**src/rtl/cdb_arbiter_pkg.sv**
```systemverilog
// cdb_arbiter_pkg: shared constants for the Common Data Bus arbiter.
// FU codes, default widths and the FU-code to requester-index mapping.
package cdb_arbiter_pkg;

  localparam int CDB_NUM_FU = 5;
  localparam int CDB_DATA_W = 32;
  localparam int CDB_TAG_W  = 8;

  localparam logic [2:0] FU_ALU  = 3'd1;
  localparam logic [2:0] FU_MEM  = 3'd2;
  localparam logic [2:0] FU_MUL  = 3'd3;
  localparam logic [2:0] FU_DIV  = 3'd4;
  localparam logic [2:0] FU_JUMP = 3'd5;

  function automatic int fu_index(input logic [2:0] code);
    return int'(code) - 1;
  endfunction

endpackage

```
**src/rtl/cdb_arbiter_rr_picker.sv**
```systemverilog
// rr_picker: first set request at or after a start index, wrapping.
// Returns one-hot grant, its index and an any-request flag.
module rr_picker #(
  parameter  int N  = 5,
  localparam int IW = (N > 1) ? $clog2(N) : 1
) (
  input  logic [N-1:0]  req,
  input  logic [IW-1:0] start,
  output logic [N-1:0]  grant,
  output logic [IW-1:0] idx,
  output logic          any
);

  // circular scan from start, first hit wins
  always_comb begin
    int j;
    j     = 0;
    grant = '0;
    idx   = '0;
    any   = 1'b0;
    for (int k = 0; k < N; k++) begin
      j = (int'(start) + k) % N;
      if (!any && req[j]) begin
        any      = 1'b1;
        grant[j] = 1'b1;
        idx      = IW'(j);
      end
    end
  end

endmodule

```
**src/rtl/cdb_arbiter.sv**
```systemverilog
// cdb_arbiter: per-FU result slots arbitrated onto the CDB.
// Define CDB_RR_EN for round-robin; default is fixed priority (ALU first).
module cdb_arbiter
  import cdb_arbiter_pkg::*;
#(
  parameter int NUM_FU = CDB_NUM_FU,
  parameter int DATA_W = CDB_DATA_W,
  parameter int TAG_W  = CDB_TAG_W
) (
  input  logic                     clk,
  input  logic                     rst,
  input  logic [NUM_FU-1:0]        fu_finish,
  input  logic [NUM_FU*DATA_W-1:0] fu_data,
  input  logic [NUM_FU*TAG_W-1:0]  fu_tag,
  input  logic [NUM_FU*32-1:0]     fu_pc,
  output logic [NUM_FU-1:0]        fu_hold,
  output logic                     cdb_valid,
  output logic [TAG_W-1:0]         cdb_tag,
  output logic [DATA_W-1:0]        cdb_data,
  output logic [31:0]              cdb_pc,
  output logic [NUM_FU-1:0]        cdb_grant,
  output logic                     proto_err
);

  localparam int IW = (NUM_FU > 1) ? $clog2(NUM_FU) : 1;

  logic [NUM_FU-1:0] valid;
  logic [TAG_W-1:0]  tag_q  [NUM_FU];
  logic [DATA_W-1:0] data_q [NUM_FU];
  logic [31:0]       pc_q   [NUM_FU];

  logic [NUM_FU-1:0] grant;
  logic [IW-1:0]     idx;
  logic              any;
  logic [IW-1:0]     start;
  logic [NUM_FU-1:0] accept;
  logic [NUM_FU-1:0] clash;

`ifdef CDB_RR_EN
  logic [IW-1:0] ptr;

  // remember the last granted requester
  always_ff @(posedge clk or posedge rst) begin
    if (rst)
      ptr <= IW'(NUM_FU - 1);
    else if (any)
      ptr <= idx;
  end

  assign start = (ptr == IW'(NUM_FU - 1)) ? '0 : ptr + 1'b1;
`else
  assign start = '0;
`endif

  rr_picker #(.N(NUM_FU)) u_pick (
    .req   (valid),
    .start (start),
    .grant (grant),
    .idx   (idx),
    .any   (any)
  );

  // a slot takes a new result if empty or leaving this cycle
  assign accept = fu_finish & (~valid | grant);
  assign clash  = fu_finish & valid & ~grant;

  // slot storage: refill wins over clear on a granted slot
  always_ff @(posedge clk or posedge rst) begin
    if (rst) begin
      valid     <= '0;
      proto_err <= 1'b0;
      for (int i = 0; i < NUM_FU; i++) begin
        tag_q[i]  <= '0;
        data_q[i] <= '0;
        pc_q[i]   <= '0;
      end
    end else begin
      for (int i = 0; i < NUM_FU; i++) begin
        if (accept[i]) begin
          valid[i]  <= 1'b1;
          tag_q[i]  <= fu_tag[i*TAG_W +: TAG_W];
          data_q[i] <= fu_data[i*DATA_W +: DATA_W];
          pc_q[i]   <= fu_pc[i*32 +: 32];
        end else if (grant[i]) begin
          valid[i]  <= 1'b0;
          tag_q[i]  <= '0;
          data_q[i] <= '0;
          pc_q[i]   <= '0;
        end
      end
      if (|clash)
        proto_err <= 1'b1;
    end
  end

  // broadcast the granted slot, zeros when idle
  always_comb begin
    cdb_valid = any;
    cdb_grant = grant;
    cdb_tag   = '0;
    cdb_data  = '0;
    cdb_pc    = '0;
    if (any) begin
      cdb_tag  = tag_q[idx];
      cdb_data = data_q[idx];
      cdb_pc   = pc_q[idx];
    end
  end

  assign fu_hold = valid;

endmodule

```
**config.mk**
```make
export PLATFORM = sky130hd
export DESIGN_NAME = cdb_arbiter
export DESIGN_NICKNAME = d
export VERILOG_FILES = /design/src/rtl/cdb_arbiter_pkg.sv /design/src/rtl/cdb_arbiter_rr_picker.sv /design/src/rtl/cdb_arbiter.sv
export SDC_FILE = /design/constraint.sdc
export NUM_CORES = 1
export LEC_CHECK = 0
export CELL_PAD_IN_SITES_DETAIL_PLACEMENT = 0
export CELL_PAD_IN_SITES_GLOBAL_PLACEMENT = 1
export CORE_ASPECT_RATIO = 1.4
export CORE_UTILIZATION = 44
export CTS_CLUSTER_SIZE = 14
export DETAILED_ROUTE_END_ITERATION = 16
export PLACE_DENSITY_LB_ADDON = 0.05
export SLEW_MARGIN = 20
export SYNTH_ARGS = -nofsm -noshare
export SYNTH_HDL_FRONTEND = slang
export SYNTH_HIERARCHICAL = 1
export SYNTH_SLANG_ARGS = --single-unit
```
**constraint.sdc**
```tcl
create_clock -name clk -period 32 [get_ports clk]
set_input_delay 4.8 -clock clk [delete_from_list [all_inputs] [get_ports clk]]
set_output_delay 4.8 -clock clk [all_outputs]
set_load 0.1 [all_outputs]
```
==> out/metrics.cfg <==
[run_status]
status = complete, no violations

[synthesis]
synth_top_area_cell = dfrtp_1
synth-edff-count = 0
syn_inst = 1849
yosys_warnings = 6
yosysUniqueCellTypes = 76
netlist.area_leader.share = 0.437
netlist_area_sq_um = 21000
async_reset_ff_frac = 1.00
seq_area_frac_synth = 0.437
yosys-top-cells-area = dfrtp_1 (44%), mux2_2 (19%), nor2b_1 (11%)
ys_seq_elements = 366
synthFlopType = dfrtp_1
avgSynthCellArea_sq_um = 11.3

[global_route]
antenna_found_initial = 41
grt_max_degree = 159
grt.total_usage = 0.292
grt_pass1_vias = 17187
grt_pass1_wl_um = 107000
gr-total-overflow = 0

[clock_tree]
cts_buffer_depth = 3
cts_tree = built
post-cts-setup-buffers = 0
insertion_delay_ns = 0.55
cts_root_buf = clkbuf_16
cts_resized = 0
cts_inserted_buffers = 41
cts_sinks = 366
path_clk_slew_ns = 0.06
htree_num_levels = 2
ctsHoldBuffers = 0

[timing]
hold_viol_final = 0
fin_setup_tns_ns = 0
final_max_slew_viol_count = 0
rsz0062_at_grt = false
worstMarginPinSlew_ns = 1.35
period_share = 0.349
period_needed_ns = 11.18
timing.fmax_mhz = 89.4
setup_viol = 0
slew_headroom = 0.101
fin_skew_ns = 0.0124

[detailed_routing]
viasPerCell = 5.46
dr_total_vias = 16035
first_iter_violations = 704
routed_wl_um = 71700
detail-route-antenna-nets = 0
post_drt_wl_per_cell_um = 24.4
drcViolationCount = 0
firstDrtPassIters = 5

[cells_and_area]
fin_cells = 2939
nets = 2648
n_fill_cell = 4136
drive_gt1_frac = 0.207
area_growth_pct = 30.5
fin_util = 0.582

[run]
maxCapViolCount = 0

[floorplan]
initial_core_util = 0.446
pin_count = 451
die_area_sq_um = 48500
die_x_um = 186
die_h_um = 260
num_rows = 94
core-area_sq_um = 47000

[setup_path]
cp_data_arrival_time_ns = 6.38
critPathMaxStageDelay_ns = 1.22
cp-start-kind = register
cp.required_ns = 27.20
path_max_fanout = 121
crit_top_cell = mux2i_1
path_cells = nor2b_1 -> a211oi_1 -> a31oi_1 -> mux2i_1 -> nor2_1 -> nor3_1 -> and2_2 -> a221oi_1 -> mux2i_4 -> buf_4 -> buf_12 -> mux2i_1 -> o21ai_0 -> clkdlybuf4s50_1
cp_slowest_cell = clkdlybuf4s50_1
criticalPathCategory = reg2out
end_kind = output pin

[hold_path]
hp-class = reg2reg

[pwr]
power_frac_comb = 0.534
p_clk_frac = 0.184
swShare = 0.440
internal_power_mw = 1.48
power.switching_mw = 1.17
pwr-share-seq = 0.282
vdd_drop_max_uv = 95.8
p_leak_nw = 12.3
p_per_area_nw_per_um2 = 96.7

[place]
dp_hpwl_um = 48700
place_inst = 2836
io_buffers = 450
gp_congestion = 0.921

==> kinds of logic (layout without fill, tap and decap cells) <==
group	count (synthesis)	in the layout	synth area share
AO/OA/AOI/OAI	261	261	0.0872
XOR/XNOR	8	8	0.00334
adder cells (fa/ha/maj)	26	26	0.0155
buffers and inverters	158	567	0.0404
flip-flops	366	366	0.437
multiplexers	516	516	0.268
other	1	58	0.000179
AND/OR/NAND/NOR	513	513	0.149
==> registers in the layout (all words and copies together) (netlist names) <==
register / cells
proto_err: 1
data_q: 160
tag_q: 40
pc_q: 160
fu_hold: 5
==> worst max-delay path: cells and delay by family, from the launching register on <==
| kind | cells | cell delay (ns) |
|---|---|---|
| buffers and inverters | 3 | 2.23 |
| and+or+nand+nor | 4 | 1.01 |
| AOI/OAI and AO/OA | 4 | 0.88 |
| muxes | 3 | 0.69 |
| DFF | 1 | 0.47 |
==> Yosys cell counts (10+ instances only) <==
cell type    n
a2bb2oi_1   72
inv_1       22
nand3_1     10
nor2b_1    370
a31oi_1     10
a21oi_1     21
dfrtp_1    366
nor2_1      18
buf_2       55
o21ai_1     23
clkbuf_1    53
nor3_1      13
mux2i_1    155
ha_1        26
nand2_1     38
mux2_2     361
o21ai_0     65
buf_6       19
nand2b_1    18
==> stage by stage <==
step	power [mW]	hold slack (ns)	area (sq um)	worst slack [ns]
5_1_grt	2.77	0.562	27400	20.64
3_3_place_gp	2.13	0.478	25900	21.78
6_report	2.65	0.525	27400	20.82
4_1_cts	2.65	0.526	27300	21.08
3_5_place_dp	2.15	0.513	25900	21.68
2_1_floorplan	1.80	0.589	21100	17.04
==> final timing paths <==
kind	start	to	slack [ns]	cells after the start
max in group asynchronous	rst	pc_q[55]	25.88	3
max reg2reg	fu_hold[1]	tag_q[9]	27.37	13
max	fu_hold[1]	cdb_data[5]	20.82	14
min reg2reg	proto_err	proto_err	0.52	1
min	proto_err	proto_err	0.52	1
min in group asynchronous	rst	data_q[120]	4.74	2
==> layer usage <==
layer / vias up / share of wire / GRT usage
li1: 7339 / - / -
met1: 8056 / 0.38 / 0.322
met2: 470 / 0.51 / 0.521
met3: 148 / 0.062 / 0.0728
met4: 22 / 0.046 / 0.152
met5: - / 0.0019 / 0
==> area by class of cell <==
class,count,area (sq um),share of cell area
clock buffers,62,1210,0.0441
multi-input cells,1350,11200,0.408
repair buffers,472,4710,0.172
diodes,32,80.1,0.00293
flip-flops and latches,366,9160,0.335
clock inverters,9,160,0.00585
well taps,624,781,0.0285
inverters,24,97.6,0.00357
==> power groups by stage <==
stage	clock, mW	sequential (mW)	combinational, mW
6_report	0.488	0.746	1.41
5_1_grt	0.517	0.766	1.49
4_1_cts	0.499	0.744	1.41
3_5_place_dp	0	0.749	1.40
3_3_place_gp	0	0.748	1.38
2_1_floorplan	0	0.717	1.08
==> placed cells by master, fill, tap and decap left out, types with 8 or more instances in the layout <==
cell	netlist	layout
inv_1	22	21
diode_2	0	32
a21oi_1	21	21
mux2i_1	155	154
nor2_1	18	18
clkbuf_16	0	42
dfrtp_1	366	366
a2bb2oi_1	72	72
xnor2_1	8	8
nand2b_1	18	18
o21ai_0	65	65
ha_1	26	26
nand2_1	38	34
conb_1	1	26
nand3_1	10	10
mux2_2	361	361
a211oi_1	8	8
clkbuf_1	53	12
clkdlybuf4s50_1	0	450
nor2b_1	370	370
clkbuf_8	3	8
nor3_1	13	13
buf_4	3	19
a31oi_1	10	10
o21ai_1	23	23
Power figures use the tool's default switching activity.
